--- src/rtl/uart_tx_scheduler_if.sv ---
// Signal bundle between the packet formatters, the scheduler and the Uart.
// Handshakes:
//   reqX_valid/reqX_data: the requester holds valid and data until it sees
//     reqX_ready high; ready is a one-cycle registered pulse in the cycle after
//     the edge that captured the byte, so the requester may move on at once.
//   uart_start/uart_data: start is a level held with stable data until the Uart
//     reports uart_done, which is sampled high on a clock edge.
interface uart_tx_scheduler_if;
  logic       req0_valid;
  logic [7:0] req0_data;
  logic       req0_ready;
  logic       req1_valid;
  logic [7:0] req1_data;
  logic       req1_ready;
  logic       uart_start;
  logic [7:0] uart_data;
  logic       uart_done;
  logic [1:0] grant;
  logic       busy;
  logic       abort;
  logic [1:0] state;

  modport master (
    output req0_valid, req0_data, req1_valid, req1_data, uart_done,
    input  req0_ready, req1_ready, uart_start, uart_data, grant, busy, abort, state
  );

  modport slave (
    input  req0_valid, req0_data, req1_valid, req1_data, uart_done,
    output req0_ready, req1_ready, uart_start, uart_data, grant, busy, abort, state
  );
endinterface

--- src/rtl/uart_tx_scheduler.sv ---
// Packet-granular round-robin sharing of one UART transmitter between two
// byte-stream requesters, with an inter-byte idle gap and a mid-packet timeout.
module uart_tx_scheduler #(
    parameter int unsigned GAP_CYCLES     = 1000,
    parameter int unsigned TIMEOUT_CYCLES = 100000,
    parameter logic [7:0]  EOP_BYTE       = 8'h0A
) (
    input logic           clock,
    input logic           reset,
    uart_tx_scheduler_if.slave bus
);

    localparam int GAP_W = $clog2(GAP_CYCLES) + 1;
    localparam int TMO_W = $clog2(TIMEOUT_CYCLES) + 1;

    typedef enum logic [1:0] {
        IDLE      = 2'd0,
        WAIT_DONE = 2'd1,
        GAP       = 2'd2,
        HOLD      = 2'd3
    } state_t;

    state_t           state_q;
    logic [7:0]       data_q;
    logic             start_q;
    logic             ready0_q;
    logic             ready1_q;
    logic             abort_q;
    logic             busy_q;
    logic             rr_q;      // 1 = req1 is favoured on contention
    logic [1:0]       grant_q;
    logic [GAP_W-1:0] gap_q;
    logic [TMO_W-1:0] tmo_q;

    logic pick1;
    logic hold_valid;
    logic last_eop;
    logic gap_expire;

    assign pick1      = bus.req1_valid && (!bus.req0_valid || rr_q);
    assign hold_valid = grant_q[0] ? bus.req0_valid : bus.req1_valid;
    assign last_eop   = (data_q == EOP_BYTE);
    // With no gap configured, the done edge itself acts as the gap expiry.
    assign gap_expire = ((state_q == GAP) && (gap_q == GAP_W'(1))) ||
                        ((state_q == WAIT_DONE) && bus.uart_done && (GAP_CYCLES == 0));

    always_ff @(posedge clock) begin
        if (!reset) begin
            state_q  <= IDLE;
            data_q   <= 8'h00;
            start_q  <= 1'b0;
            ready0_q <= 1'b0;
            ready1_q <= 1'b0;
            abort_q  <= 1'b0;
            busy_q   <= 1'b0;
            rr_q     <= 1'b0;
            grant_q  <= 2'b00;
            gap_q    <= '0;
            tmo_q    <= '0;
        end else begin
            ready0_q <= 1'b0;
            ready1_q <= 1'b0;
            abort_q  <= 1'b0;
            case (state_q)
                IDLE: begin
                    if (bus.req0_valid || bus.req1_valid) begin
                        start_q <= 1'b1;
                        busy_q  <= 1'b1;
                        state_q <= WAIT_DONE;
                        if (pick1) begin
                            ready1_q <= 1'b1;
                            data_q   <= bus.req1_data;
                            grant_q  <= 2'b10;
                        end else begin
                            ready0_q <= 1'b1;
                            data_q   <= bus.req0_data;
                            grant_q  <= 2'b01;
                        end
                    end
                end
                WAIT_DONE: begin
                    if (bus.uart_done) begin
                        start_q <= 1'b0;
                        gap_q   <= GAP_W'(GAP_CYCLES);
                        state_q <= GAP;
                    end
                end
                GAP: begin
                    gap_q <= gap_q - GAP_W'(1);
                end
                HOLD: begin
                    if (hold_valid) begin
                        start_q <= 1'b1;
                        state_q <= WAIT_DONE;
                        if (grant_q[0]) begin
                            ready0_q <= 1'b1;
                            data_q   <= bus.req0_data;
                        end else begin
                            ready1_q <= 1'b1;
                            data_q   <= bus.req1_data;
                        end
                    end else if (tmo_q == TMO_W'(TIMEOUT_CYCLES - 1)) begin
                        // Stalled owner: drop the rest of its packet and hand over.
                        abort_q <= 1'b1;
                        grant_q <= 2'b00;
                        rr_q    <= grant_q[0];
                        busy_q  <= 1'b0;
                        state_q <= IDLE;
                    end else begin
                        tmo_q <= tmo_q + TMO_W'(1);
                    end
                end
                default: state_q <= IDLE;
            endcase

            if (gap_expire) begin
                if (last_eop) begin
                    grant_q <= 2'b00;
                    rr_q    <= grant_q[0];
                    busy_q  <= 1'b0;
                    state_q <= IDLE;
                end else begin
                    tmo_q   <= '0;
                    state_q <= HOLD;
                end
            end
        end
    end

    assign bus.req0_ready = ready0_q;
    assign bus.req1_ready = ready1_q;
    assign bus.uart_start = start_q;
    assign bus.uart_data  = data_q;
    assign bus.grant      = grant_q;
    assign bus.busy       = busy_q;
    assign bus.abort      = abort_q;
    assign bus.state      = state_q;

endmodule

--- src/flat_wrapper.sv ---
// flat-port wrapper written by rule: the top's interface ports become plain ports
module uart_tx_scheduler_flat 
#(
    parameter int unsigned GAP_CYCLES     = 1000,
    parameter int unsigned TIMEOUT_CYCLES = 100000,
    parameter logic [7:0]  EOP_BYTE       = 8'h0A
)
  (clock, reset, bus_req0_valid, bus_req0_data, bus_req1_valid, bus_req1_data, bus_uart_done, bus_req0_ready, bus_req1_ready, bus_uart_start, bus_uart_data, bus_grant, bus_busy, bus_abort, bus_state);
  uart_tx_scheduler_if bus_i ();
  input logic clock;
  input logic reset;
  input wire logic [$bits(bus_i.req0_valid)-1:0] bus_req0_valid;
  input wire logic [$bits(bus_i.req0_data)-1:0] bus_req0_data;
  input wire logic [$bits(bus_i.req1_valid)-1:0] bus_req1_valid;
  input wire logic [$bits(bus_i.req1_data)-1:0] bus_req1_data;
  input wire logic [$bits(bus_i.uart_done)-1:0] bus_uart_done;
  output wire logic [$bits(bus_i.req0_ready)-1:0] bus_req0_ready;
  output wire logic [$bits(bus_i.req1_ready)-1:0] bus_req1_ready;
  output wire logic [$bits(bus_i.uart_start)-1:0] bus_uart_start;
  output wire logic [$bits(bus_i.uart_data)-1:0] bus_uart_data;
  output wire logic [$bits(bus_i.grant)-1:0] bus_grant;
  output wire logic [$bits(bus_i.busy)-1:0] bus_busy;
  output wire logic [$bits(bus_i.abort)-1:0] bus_abort;
  output wire logic [$bits(bus_i.state)-1:0] bus_state;
  assign bus_i.req0_valid = bus_req0_valid;
  assign bus_i.req0_data = bus_req0_data;
  assign bus_i.req1_valid = bus_req1_valid;
  assign bus_i.req1_data = bus_req1_data;
  assign bus_i.uart_done = bus_uart_done;
  assign bus_req0_ready = bus_i.req0_ready;
  assign bus_req1_ready = bus_i.req1_ready;
  assign bus_uart_start = bus_i.uart_start;
  assign bus_uart_data = bus_i.uart_data;
  assign bus_grant = bus_i.grant;
  assign bus_busy = bus_i.busy;
  assign bus_abort = bus_i.abort;
  assign bus_state = bus_i.state;
  uart_tx_scheduler #(.GAP_CYCLES(GAP_CYCLES), .TIMEOUT_CYCLES(TIMEOUT_CYCLES), .EOP_BYTE(EOP_BYTE)) u_core (.clock(clock), .reset(reset), .bus(bus_i));
endmodule
--- config.mk ---
export PLATFORM = sky130hd
export DESIGN_NAME = uart_tx_scheduler_flat
export DESIGN_NICKNAME = d
export VERILOG_FILES = /design/src/rtl/uart_tx_scheduler_if.sv /design/src/rtl/uart_tx_scheduler.sv /design/src/flat_wrapper.sv
export SDC_FILE = /design/constraint.sdc
export NUM_CORES = 1
export LEC_CHECK = 0
export CORE_ASPECT_RATIO = 0.8
export CORE_MARGIN = 2
export CORE_UTILIZATION = 58
export CTS_CLUSTER_DIAMETER = 30
export DETAILED_ROUTE_END_ITERATION = 7
export PLACE_DENSITY = 0.87
export RECOVER_POWER = 25
export SYNTH_ARGS = -nofsm -noshare
export SYNTH_HDL_FRONTEND = slang
export SYNTH_SLANG_ARGS = --single-unit
--- constraint.sdc ---
create_clock -name clock -period 3.25 [get_ports clock]
set_input_delay 0.65 -clock clock [delete_from_list [all_inputs] [get_ports clock]]
set_output_delay 0.65 -clock clock [all_outputs]
set_load 0.01 [all_outputs]
-- Word level (Yosys, flattened, before mapping)
Index checks and enable logic that the tools add are counted.
- register bits after elaboration: 47
- output and inout port bits: 17
- input port bits: 21
- logic and storage cells: 95
- bitwise operators: 2
- $add $sub $neg: 2
- multiplexer cells: 53
- equal/unequal tests: 12
- reductions and logical operators: 15
- operator list (cell ; number):
    2-to-1 mux 18 bit ; 5
    2-to-1 mux 8 bit ; 4
    2-to-1 mux 2 bit ; 12
    2-to-1 mux 1 bit ; 23
    case mux 11 bit (2 select lines) ; 1
    adder 18 x 1 -> 18 bit (second input constant) ; 1
    == test 18 x 17 -> 1 bit (second input constant) ; 1
    case mux 8 bit (2 select lines) ; 1
    == test 11 x 1 -> 1 bit (second input constant) ; 1
    2-to-1 mux 11 bit ; 1
    subtractor 11 x 1 -> 11 bit (second input constant) ; 1
    == test 8 x 4 -> 1 bit (second input constant) ; 1
    AND reduction 4 bit ; 2
    case mux 1 bit (2 select lines) ; 3
    case mux 2 bit (3 select lines) ; 1
    == test 2 bit (second input constant) ; 2
    inequality test 2 x 1 -> 1 bit (second input constant) ; 2
    inequality test 4 x 1 -> 1 bit (second input constant) ; 1
    case mux 2 bit (2 select lines) ; 1
    nonzero test 2 bit ; 2
    nonzero test 4 bit ; 1
    inequality test 3 x 1 -> 1 bit (second input constant) ; 1
    inequality test 3 x 2 -> 1 bit (second input constant) ; 1
    case mux 1 bit (3 select lines) ; 1
    11 further kinds ; 14

-- Longest topological paths before layout
Gate-level depths: netlist of the first run.
- word-level depth: 8
- depth in mapped cells: 8
- gate-level depth less buffers: 7

-- Worst setup path before layout of the first run
Ideal clock, no wire load.
- kind: in2reg
- start: in bus_req0_valid
- end: reg u_core.tmo_q[7]
- required time: 3.129 ns
- arrival time: 2.201 ns
- buffers on the path: 1
- path slack: 0.928 ns
- setup time: 0.121 ns
- stages on the path: 6
- cells stage by stage: clkbuf_1 > mux2_2 > or4_1 > a2111oi_2 > xnor2_1 > nor2_1
- cells in the longest elaborated chain, start to end: 5
- RTL lines (what ; line ; source):
    from (decl) ; flat_wrapper.sv:12 ; input wire logic [$bits(bus_i.req0_valid)-1:0] bus_req0_valid;
    2-to-1 mux 1 bit (*) ; uart_tx_scheduler.sv:41 ; assign hold_valid = grant_q[0] ? bus.req0_valid : bus.req1_valid;
    2-to-1 mux 18 bit (*) ; uart_tx_scheduler.sv:92 ; if (hold_valid) begin
    2-to-1 mux 18 bit (*) ; uart_tx_scheduler.sv:64 ; case (state_q)
    2-to-1 mux 18 bit ; uart_tx_scheduler.sv:117 ; if (last_eop) begin
    2-to-1 mux 18 bit (*) ; uart_tx_scheduler.sv:116 ; if (gap_expire) begin
    to (signal assigned) ; uart_tx_scheduler.sv:110 ; tmo_q <= tmo_q + TMO_W'(1);
    to (decl) ; uart_tx_scheduler.sv:33 ; logic [TMO_W-1:0] tmo_q;
Mark *: on every way between the ends. The rest lies on a longest branch, timed or not.
A chain may end at the register's enable or synchronous reset.

-- Final worst setup path of the first run
Ends and elaborated chain as after synthesis.

==> results.md, run 1 <==
- Gate Count Post-Synth: 287
- Slew HR: 51.4%
- Multiplexer share of the synthesized area: 5.78%
- Gate power share: 35.6%
- Sequential area share after synthesis: 38.5%
- WL final: 5990 um
- CTS tree: built
- Hold Slack: 0.502 ns
- Post-Syn Area: 2440 um^2
- Xor and xnor area share after synthesis: 7.16%
- Finished Core Util: 72.6%
- Via density: 6.01
- Warning count from the yosys run: 0
- # H-tree levels: 2
- Core area: 4130 um^2
- Predominant post-synthesis flop cell: dfxtp_1
- Register-to-register setup slack: 0.80 ns
- Pre-CTS worst setup slack: 0.358 ns
- Worst hold-check path type: register to register
- Synth-to-Final Area Change: 22.5%
- Resize count post-CTS: 0
- DRC Markers: 0
- Hold-fix buffers at CTS: 0
- Die footprint: 4750 um^2
- IO buf count: 37
- Die Ht: 62.1 um
- Post-Synth Adder-Cell Area: 3.58%
- DP Wirelength: 4390 um
- Max Clk Rate: 377 MHz
- Pin count of the biggest net entering global routing: 19
- Clock power share: 24.7%
- Crit Path Max Fanout: 9
- Main combinational cell family by area after synthesis: simple AND/OR/NAND/NOR gates
- Skew final: 0.00536 ns
- Overflow after GRT: 0
- CP Launch Type: input port
- Setup TNS Final: 0 ns
- Antenna violations before repair: 0
- Nets: 351
- Crit path kind: input port to register
- Post-synth EDFFs: 0
- Tcrit/Tclk final: 81.6%
- Reg clk slew, reported paths: 0.09 ns
- Placed Cells: 373
- Pint: 0.00136 W
- # setup viols final: 0
- Run status: finished clean
- CTS root buf: clkbuf_8
- Num Clock Sinks: 47
- Setup Fix Bufs, Post-CTS: 0
- Worst Max-Slew Pin Slew: 0.727 ns
- GR Util All Layers: 26.1%
- Yosys reg bits: 47
- Net Switching: 0.000696 W
- Asr flop ratio synth: 0%
- Number of antenna diodes: 0
- Seq pwr share: 39.6%
- DR WL/cell: 15.7 um
- Final Hold Fails: 0
- Crit path required time: 3.44 ns
- Max Root-Sink Buffers: 2
- # IOs: 38
- RSZ-0062 raised after global routing: no
- Starting Density: 59.3%
- Slew Limit Fails: 0
- Peak supply drop: 0.000532 V
- Max Cap Viol: 0
- Share of cells above drive strength 1: 6.79%
- Syn Nets: 315
- Site Rows: 21
- Drt first pass iters: 4
- Post-layout min period: 2.65 ns
- Width of the die: 76.6 um
- ANT nets after route: 0
- Synth cell types: 51
- Power per cell area: 686 nW/um^2
- Vias in the first global route: 2005
- Syn_area_per_cell: 8.52 um^2
- Global-route wire length before repair: 9560 um
- Static Leak: 1.09 nW
- CP endpoint kind: register
- DR iter-0 viols: 173
- Critical Path AT: 2.84 ns
- Post-Synth Simple-Gate Area: 26.3%
- Clock latency at the later pin of the worst-skew pair: 0.31 ns
- GP Congestion: 0.879
- Final non-filler cell total: 381
- Synth Area in Compound Gates: 15.4%
- Cts bufs inserted: 5
- Via count: 2289
- Switching part of the total: 33.9%
- Setup ws final: 0.597 ns
-- power groups by stage --
stage	Combinational, W	Clock (W)	Sequential (W)
floorplan	0.000459	0	0.000827
global placement	0.000715	0	0.000816
detailed placement	0.000743	0	0.000823
CTS	0.000750	0.000517	0.000813
global route	0.000801	0.000533	0.000829
finish	0.000731	0.000508	0.000814
-- per-layer routing --
layer	global-route usage, %	vias to the layer above	routed length, um
li1	-	1118	-
met1	33.2	1067	2760
met2	42.5	91	2670
met3	7.66	13	454
met4	11.4	0	108
met5	0	-	0
-- path summary, 6_finish.rpt --
| kind | to | from | cells after the start |
|---|---|---|---|
| hold / removal | u_core.rr_q | u_core.rr_q | 2 |
| setup reg to reg | u_core.tmo_q[4] | u_core.bus.state[0] | 7 |
| setup / recovery | u_core.tmo_q[7] | bus_req0_valid | 6 |
| hold reg to reg | u_core.rr_q | u_core.rr_q | 2 |
-- kinds of logic after synthesis --
group	Yosys count
AO/OA/AOI/OAI	54
XOR/XNOR	20
adder cells (fa/ha/maj)	7
buffers and inverters	21
flip-flops	47
multiplexers	14
AND/OR/NAND/NOR	124
-- critical path, cell delays in order --
cell           delay (ns)
dlygate4sd3_1        0.66
mux2_2               0.32
or4_1                0.58
a2111oi_2            0.40
xnor2_1              0.17
nor2_1               0.05
-- final cells by class --
type,instances,area (um^2)
clock buffers,6,72.6
fillers,337,1130
multi-input cells,219,1420
repair buffers,39,385
well taps,57,71.3
inverters,11,41.3
clock inverters,2,60.1
flip-flops and latches,47,941
-- per-stage QoR --
stage / power, W / area, um^2
floorplan: 0.00129 / 2440
global placement: 0.00153 / 2860
detailed placement: 0.00157 / 2860
CTS: 0.00208 / 2990
global route: 0.00216 / 2990
finish: 0.00205 / 2990
-- flip-flops by register name, summed over array words and instances (netlist names), 2 cells and up --
register	count
u_core.tmo_q	18
u_core.bus.uart_data	8
u_core.gap_q	11
u_core.bus.grant	2
u_core.bus.state	2
-- cell usage after synthesis, drive strengths merged (2+ instances only) --
cell type / n / share of area [%]
a211oi: 10 / 3.1
a21oi: 16 / 3.4
a221oi: 2 / 0.72
a31oi: 4 / 1.3
and3: 2 / 0.51
buf: 3 / 0.56
clkbuf: 7 / 1.1
dfxtp: 47 / 38
ha: 7 / 3.6
inv: 10 / 1.5
mux2i: 13 / 5.3
nand2: 24 / 3.7
nand2b: 2 / 0.51
nand3: 10 / 2.0
nand4: 6 / 1.5
nor2: 40 / 6.1
nor2b: 2 / 0.51
nor3: 10 / 2.3
nor4: 7 / 2.4
nor4b: 4 / 1.4
o21ai: 7 / 1.4
o221a: 2 / 0.92
o22ai: 2 / 0.51
o31ai: 2 / 0.61
or2: 3 / 0.77
or3: 6 / 1.5
or4: 2 / 0.61
or4b: 3 / 1.4
xnor2: 16 / 5.7
xor2: 4 / 1.4
-- cells in the final DEF (no fill, tap or decap), types with 3 or more instances in the layout --
cell type / count
a211oi_1: 10
a21oi_1: 15
a31oi_1: 3
clkbuf_8: 5
clkdlybuf4s50_1: 22
dfxtp_1: 47
dlygate4sd3_1: 15
ha_1: 7
inv_1: 10
mux2i_1: 13
nand2_1: 24
nand3_1: 10
nand4_1: 6
nor2_1: 40
nor3_1: 9
nor4_1: 6
nor4b_1: 4
o21ai_0: 7
or2_2: 3
or3_1: 6
xnor2_1: 16
xor2_1: 4
Note: power is estimated with default switching activity, not from simulation.
==> inputs of run 2 (changes only) <==
Settings changed: CORE_UTILIZATION 58 to 53, PLACE_DENSITY 0.87 to 0.81.
Clock period 3.25 ns to 2.5 ns, I/O delays scaled along.
==> run 2 against run 1 <==
Net effect: non-clock buffer count grew 11; first-iteration DRC count is 17% lower; via count increased by 1.1%; die area rose by 8.9%; global-route usage decreased by 2.1 points; design area increased by 2.4%; sequential power is 28% higher.
==> results.md, run 2 (synthesis gave the netlist of run 1 again) <==
- Crit Path Max Fanout: 17
- Post-layout min period: 2.32 ns
- Nets: 362
- # H-tree levels: 2
- Die footprint: 5180 um^2
- DR iter-0 viols: 143
- Pint: 0.00172 W
- Crit path cell chain: inv_1, ha_1, nor4b_1, nor4bb_1, nand2_1, nand2_1, buf_12, a311oi_1
- Setup Fix Bufs, Post-CTS: 0
- Max Root-Sink Buffers: 2
- Resize count post-CTS: 0
- IO buf count: 37
- Width of the die: 79.9 um
- Synth-to-Final Area Change: 25.4%
- Crit path required time: 2.67 ns
- DR WL/cell: 14.6 um
- Slew HR: 60.5%
- Die Ht: 64.8 um
- Critical Path AT: 2.49 ns
- Pin count of the biggest net entering global routing: 18
- DP Wirelength: 4270 um
- Setup TNS Final: 0 ns
- Register Area: 941 um^2
- Max Cap Viol: 0
- Register-to-register setup slack: 0.18 ns
- Overflow after GRT: 0
- Seq pwr share: 39.8%
- Overall power: 0.00260 W
- CTS root buf: clkbuf_8
- WL final: 5760 um
- Static Leak: 1.12 nW
- Skew final: 0.00524 ns
- Peak supply drop: 0.000550 V
- GP Congestion: 0.909
- Critical Path Max Stage Delay: 0.54 ns
- Top reg by flops: u_core.tmo_q
- Commonest cells after routing, fill and taps aside: 47 x dfxtp_1, 40 x nor2_1, 27 x clkdlybuf4s50_1, 24 x nand2_1, 16 x xnor2_1
- Worst reg2reg path startpoint: u_core.bus.state[0]
- Fill cells: 394
- Worst Max-Slew Pin Slew: 0.585 ns
- Drt first pass iters: 4
- Power per cell area: 848 nW/um^2
- Worst r2r path cells: 8
- Clock power share: 22.1%
- R2R Path End: u_core.tmo_q[2]
- Largest register FFs: 18
- Slowest-stage cell, CP: nor4bb_1
- Clock latency at the later pin of the worst-skew pair: 0.29 ns
- Commonest non-fill, non-tap cell in the layout: dfxtp_1
- Slew Limit Fails: 0
- GR Util All Layers: 23.9%
- Crit path kind: register to register
- Via density: 5.86
- Finished Core Util: 67.9%
- # setup viols final: 0
- Reg clk slew, reported paths: 0.09 ns
- Core area: 4510 um^2
- Switching part of the total: 34.0%
- Cts bufs inserted: 5
- Vias in the first global route: 2169
- Area occupied by multi-input gates: 1420 um^2
- Net Switching: 0.000884 W
- Share of cells above drive strength 1: 9.25%
- CP Launch Type: register
- Num Clock Sinks: 47
- RSZ-0062 raised after global routing: no
- Worst hold-check path type: register to register
- ANT nets after route: 0
- Hold depth: 2
- CP endpoint kind: register
- Run status: finished clean
- Via count: 2315
- Max Clk Rate: 430 MHz
- Number of antenna diodes: 0
- Gate power share: 38.1%
- Final Hold Fails: 0
- Global-route wire length before repair: 9850 um
- Tcrit/Tclk final: 92.9%
- Most frequent CP cell: nand2_1
- Min-Delay Endpoint: u_core.bus.uart_data[1]
- CTS tree: built
- Starting Density: 54.2%
- Hold path start: u_core.bus.uart_data[1]
- Hold-fix buffers at CTS: 0
- DRC Markers: 0
- Site Rows: 22
- # IOs: 38
- Antenna violations before repair: 0
==> run 2: final cells by class <==
| cell class | count | area share, % |
|---|---|---|
| inverter | 11 | 1.35 |
| sequential | 47 | 30.7 |
| clock buffer | 6 | 2.69 |
| timing repair buffer | 50 | 15.3 |
| multi-input combinational | 219 | 46.4 |
| clock inverter | 2 | 1.14 |
| tap | 60 | 2.45 |
==> run 2: power groups by stage <==
stage | sequential (W) | clock (W) | combinational (W)
finish | 0.00104 | 0.000575 | 0.000990
floorplan | 0.00107 | 0 | 0.000596
global route | 0.00106 | 0.000614 | 0.00110
detailed placement | 0.00105 | 0 | 0.00100
CTS | 0.00104 | 0.000583 | 0.00101
global placement | 0.00105 | 0 | 0.000978
==> run 2: critical path: cells and delay by family, from the launching register on <==
family,cells,cell delay (ns)
AO/OA/AOI/OAI,1,0.05
adder cells (fa/ha/maj),1,0.26
buffers and inverters,2,0.24
flip-flops,1,0.36
AND/OR/NAND/NOR,4,1.29
==> run 2: metal layers <==
layer	vias to the layer above	share of wire (%)	track usage, %
met4	0	1.2	6.78
met5	-	0	0
met1	1095	47	32.6
met3	8	6.7	5.01
li1	1132	-	-
met2	80	45	38.3
==> run 2: metrics by stage <==
stage / hold WS (ns) / instances / worst slack (ns) / cell area, um^2
after global routing: 0.547 / 395 / 0.0225 / 3070
final: 0.519 / 395 / 0.177 / 3070
after CTS: 0.519 / 395 / 0.229 / 3080
after global placement: 0.481 / 387 / 0.0304 / 2960
after floorplan: 0.456 / 287 / 0.306 / 2440
after detailed placement: 0.489 / 387 / 0.00740 / 2960
==> run 2: worst max path at each step <==
stage / startpoint / end / slack, ns / cells after the start
2_1_floorplan: u_core.bus.state[0] / u_core.tmo_q[7] / 0.31 / 7
3_3_place_gp: bus_req1_valid / u_core.tmo_q[7] / 0.03 / 6
3_5_place_dp: bus_req1_valid / u_core.tmo_q[7] / 0.007 / 6
4_1_cts: u_core.bus.state[0] / u_core.tmo_q[2] / 0.23 / 8
5_1_grt: u_core.bus.state[0] / u_core.tmo_q[2] / 0.02 / 8
6_report: u_core.bus.state[0] / u_core.tmo_q[2] / 0.18 / 8
==> inputs of run 3 (changes only) <==
Settings changed: CORE_MARGIN 2 to 5.
==> run 3 against run 2 <==
Net effect: worst setup slack gained 0.055 ns; sequential share of layout area grew 0.42 points; die area rose by 17%; first-iteration DRC count grew 49%; non-clock buffer count unchanged; via count fell by 2.5%; core utilization shrank 0.91 points; design area down 1.3%; critical endpoint is now u_core.tmo_q[4]; largest cell class unchanged.
==> results.md, run 3 (synthesis gave the netlist of run 1 again) <==
- GR Util All Layers: 19.7%
- Max Root-Sink Buffers: 2
- Pre-CTS worst setup slack: -0.00749 ns
- Hold depth: 2
- Vias in the first global route: 2144
- Worst hold-check path type: register to register
- R2R Path End: u_core.tmo_q[4]
- Overflow after GRT: 0
- Global-route wire length before repair: 9830 um
- Drt first pass iters: 4
- RSZ-0062 raised after global routing: no
- Slew HR: 65.9%
- Most frequent CP cell: nand2_1
- CTS root buf: clkbuf_8
- Worst r2r path cells: 8
- Setup Fix Bufs, Post-CTS: 0
- Commonest non-fill, non-tap cell in the layout: dfxtp_1
- GP Congestion: 0.924
- Width of the die: 85.9 um
- Slew Limit Fails: 0
- Largest register FFs: 18
- DRC Markers: 0
- DP Wirelength: 4400 um
- Die footprint: 6080 um^2
- Final Hold Fails: 0
- Max Clk Rate: 441 MHz
- Critical Path AT: 2.45 ns
- Run status: finished clean
- Slowest-stage cell, CP: nor4bb_1
- Setup ws final: 0.232 ns
- Top reg by flops: u_core.tmo_q
- Static Leak: 1.10 nW
- CP top delay family: simple AND/OR/NAND/NOR gates
- Overall power: 0.00246 W
- Max Cap Viol: 0
- Synth-to-Final Area Change: 23.7%
- Hold path start: u_core.bus.busy
- Post-layout min period: 2.27 ns
- Starting Density: 54.2%
- Hold Slack: 0.504 ns
- Via count: 2257
- Core area: 4510 um^2
- Register-to-register setup slack: 0.23 ns
- Min-Delay Endpoint: u_core.bus.busy
- Pin count of the biggest net entering global routing: 18
- Crit path cell chain: inv_1, ha_1, nor4b_1, nor4bb_1, nand2_1, nand2_1, buf_4, nor3_1
- Final non-filler cell total: 395
- CP Launch Type: register
- Cts bufs inserted: 5
- IO buf count: 37
- Site Rows: 22
- WL final: 5760 um
- Area occupied by multi-input gates: 1420 um^2
- Crit path required time: 2.68 ns
- Crit Path Max Fanout: 17
- Register Area: 941 um^2
- Hold-fix buffers at CTS: 0
- Peak supply drop: 0.000465 V
- Crit path kind: register to register
- Antenna violations before repair: 0
- Number of antenna diodes: 0
- Nets: 362
- CP endpoint kind: register
- Via density: 5.71
- Tcrit/Tclk final: 90.7%
- Share of cells above drive strength 1: 9.25%
- Worst reg2reg path startpoint: u_core.bus.state[0]
- Num Clock Sinks: 47
- DR WL/cell: 14.6 um
- Finished Core Util: 67.0%
- Skew final: 0.00973 ns
- Resize count post-CTS: 0
- # setup viols final: 0
- Commonest cells after routing, fill and taps aside: 47 x dfxtp_1, 40 x nor2_1, 26 x clkdlybuf4s50_1, 24 x nand2_1, 16 x xnor2_1
- Clock latency at the later pin of the worst-skew pair: 0.30 ns
- CTS tree: built
- Die Ht: 70.8 um
- Worst Path Buf+Inv: 2
- Power per cell area: 815 nW/um^2
- Fill cells: 390
- # H-tree levels: 2
- Critical Path Max Stage Delay: 0.48 ns
- ANT nets after route: 0
- # IOs: 38
- Worst Max-Slew Pin Slew: 0.504 ns
- Placed Cells: 387
- DR iter-0 viols: 213
- Reg clk slew, reported paths: 0.09 ns
## run 3: report_power, final
part	switching (W)	internal (W)	leakage, nW
logic	0.000491	0.000484	0.676
clock network	0.000256	0.000196	0.0412
registers	0.000134	0.000904	0.384
total	0.000880	0.00158	1.10
## run 3: cell type report
| cell class | instances | area share (%) |
|---|---|---|
| Sequential cell | 47 | 31.1 |
| Clock buffer | 6 | 2.40 |
| Multi-Input combinational cell | 219 | 47.0 |
| Timing Repair Buffer | 50 | 15.2 |
| Inverter | 11 | 1.36 |
| Tap cell | 60 | 2.48 |
| Clock inverter | 2 | 0.414 |
## run 3: how the worst max path moves through the flow
stage                                   start               to  cells after the start
final                     u_core.bus.state[0]  u_core.tmo_q[4]                      8
after CTS                 u_core.bus.state[0]  u_core.tmo_q[4]                      8
after floorplan           u_core.bus.state[0]  u_core.tmo_q[7]                      7
after global placement         bus_req1_valid  u_core.tmo_q[7]                      6
after detailed placement       bus_req1_valid  u_core.tmo_q[9]                      7
after global routing      u_core.bus.state[0]  u_core.tmo_q[4]                      8
## run 3: layer usage
| layer | routed length [um] | GRT usage [%] | part of all wire [%] | up-vias |
|---|---|---|---|---|
| met5 | 0 | 0 | 0 | - |
| met4 | 36 | 4.04 | 0.62 | 0 |
| met3 | 481 | 5.47 | 8.3 | 4 |
| met2 | 2480 | 30.5 | 43 | 86 |
| met1 | 2770 | 27.6 | 48 | 1033 |
| li1 | - | - | - | 1134 |
## run 3: worst reg2reg max path: cells and delay by family, from the launching register on
kind / cells / cell delay (ns)
AND/OR/NAND/NOR: 5 / 1.22
flip-flops: 1 / 0.36
adder cells (fa/ha/maj): 1 / 0.26
buffers and inverters: 2 / 0.32
## run 3: through the flow
step	cell area, um^2	setup TNS (ns)
finish	3030	0
detailed placement	2950	-0.0132
CTS	3030	0
global route	3030	0
floorplan	2440	0
global placement	2950	0
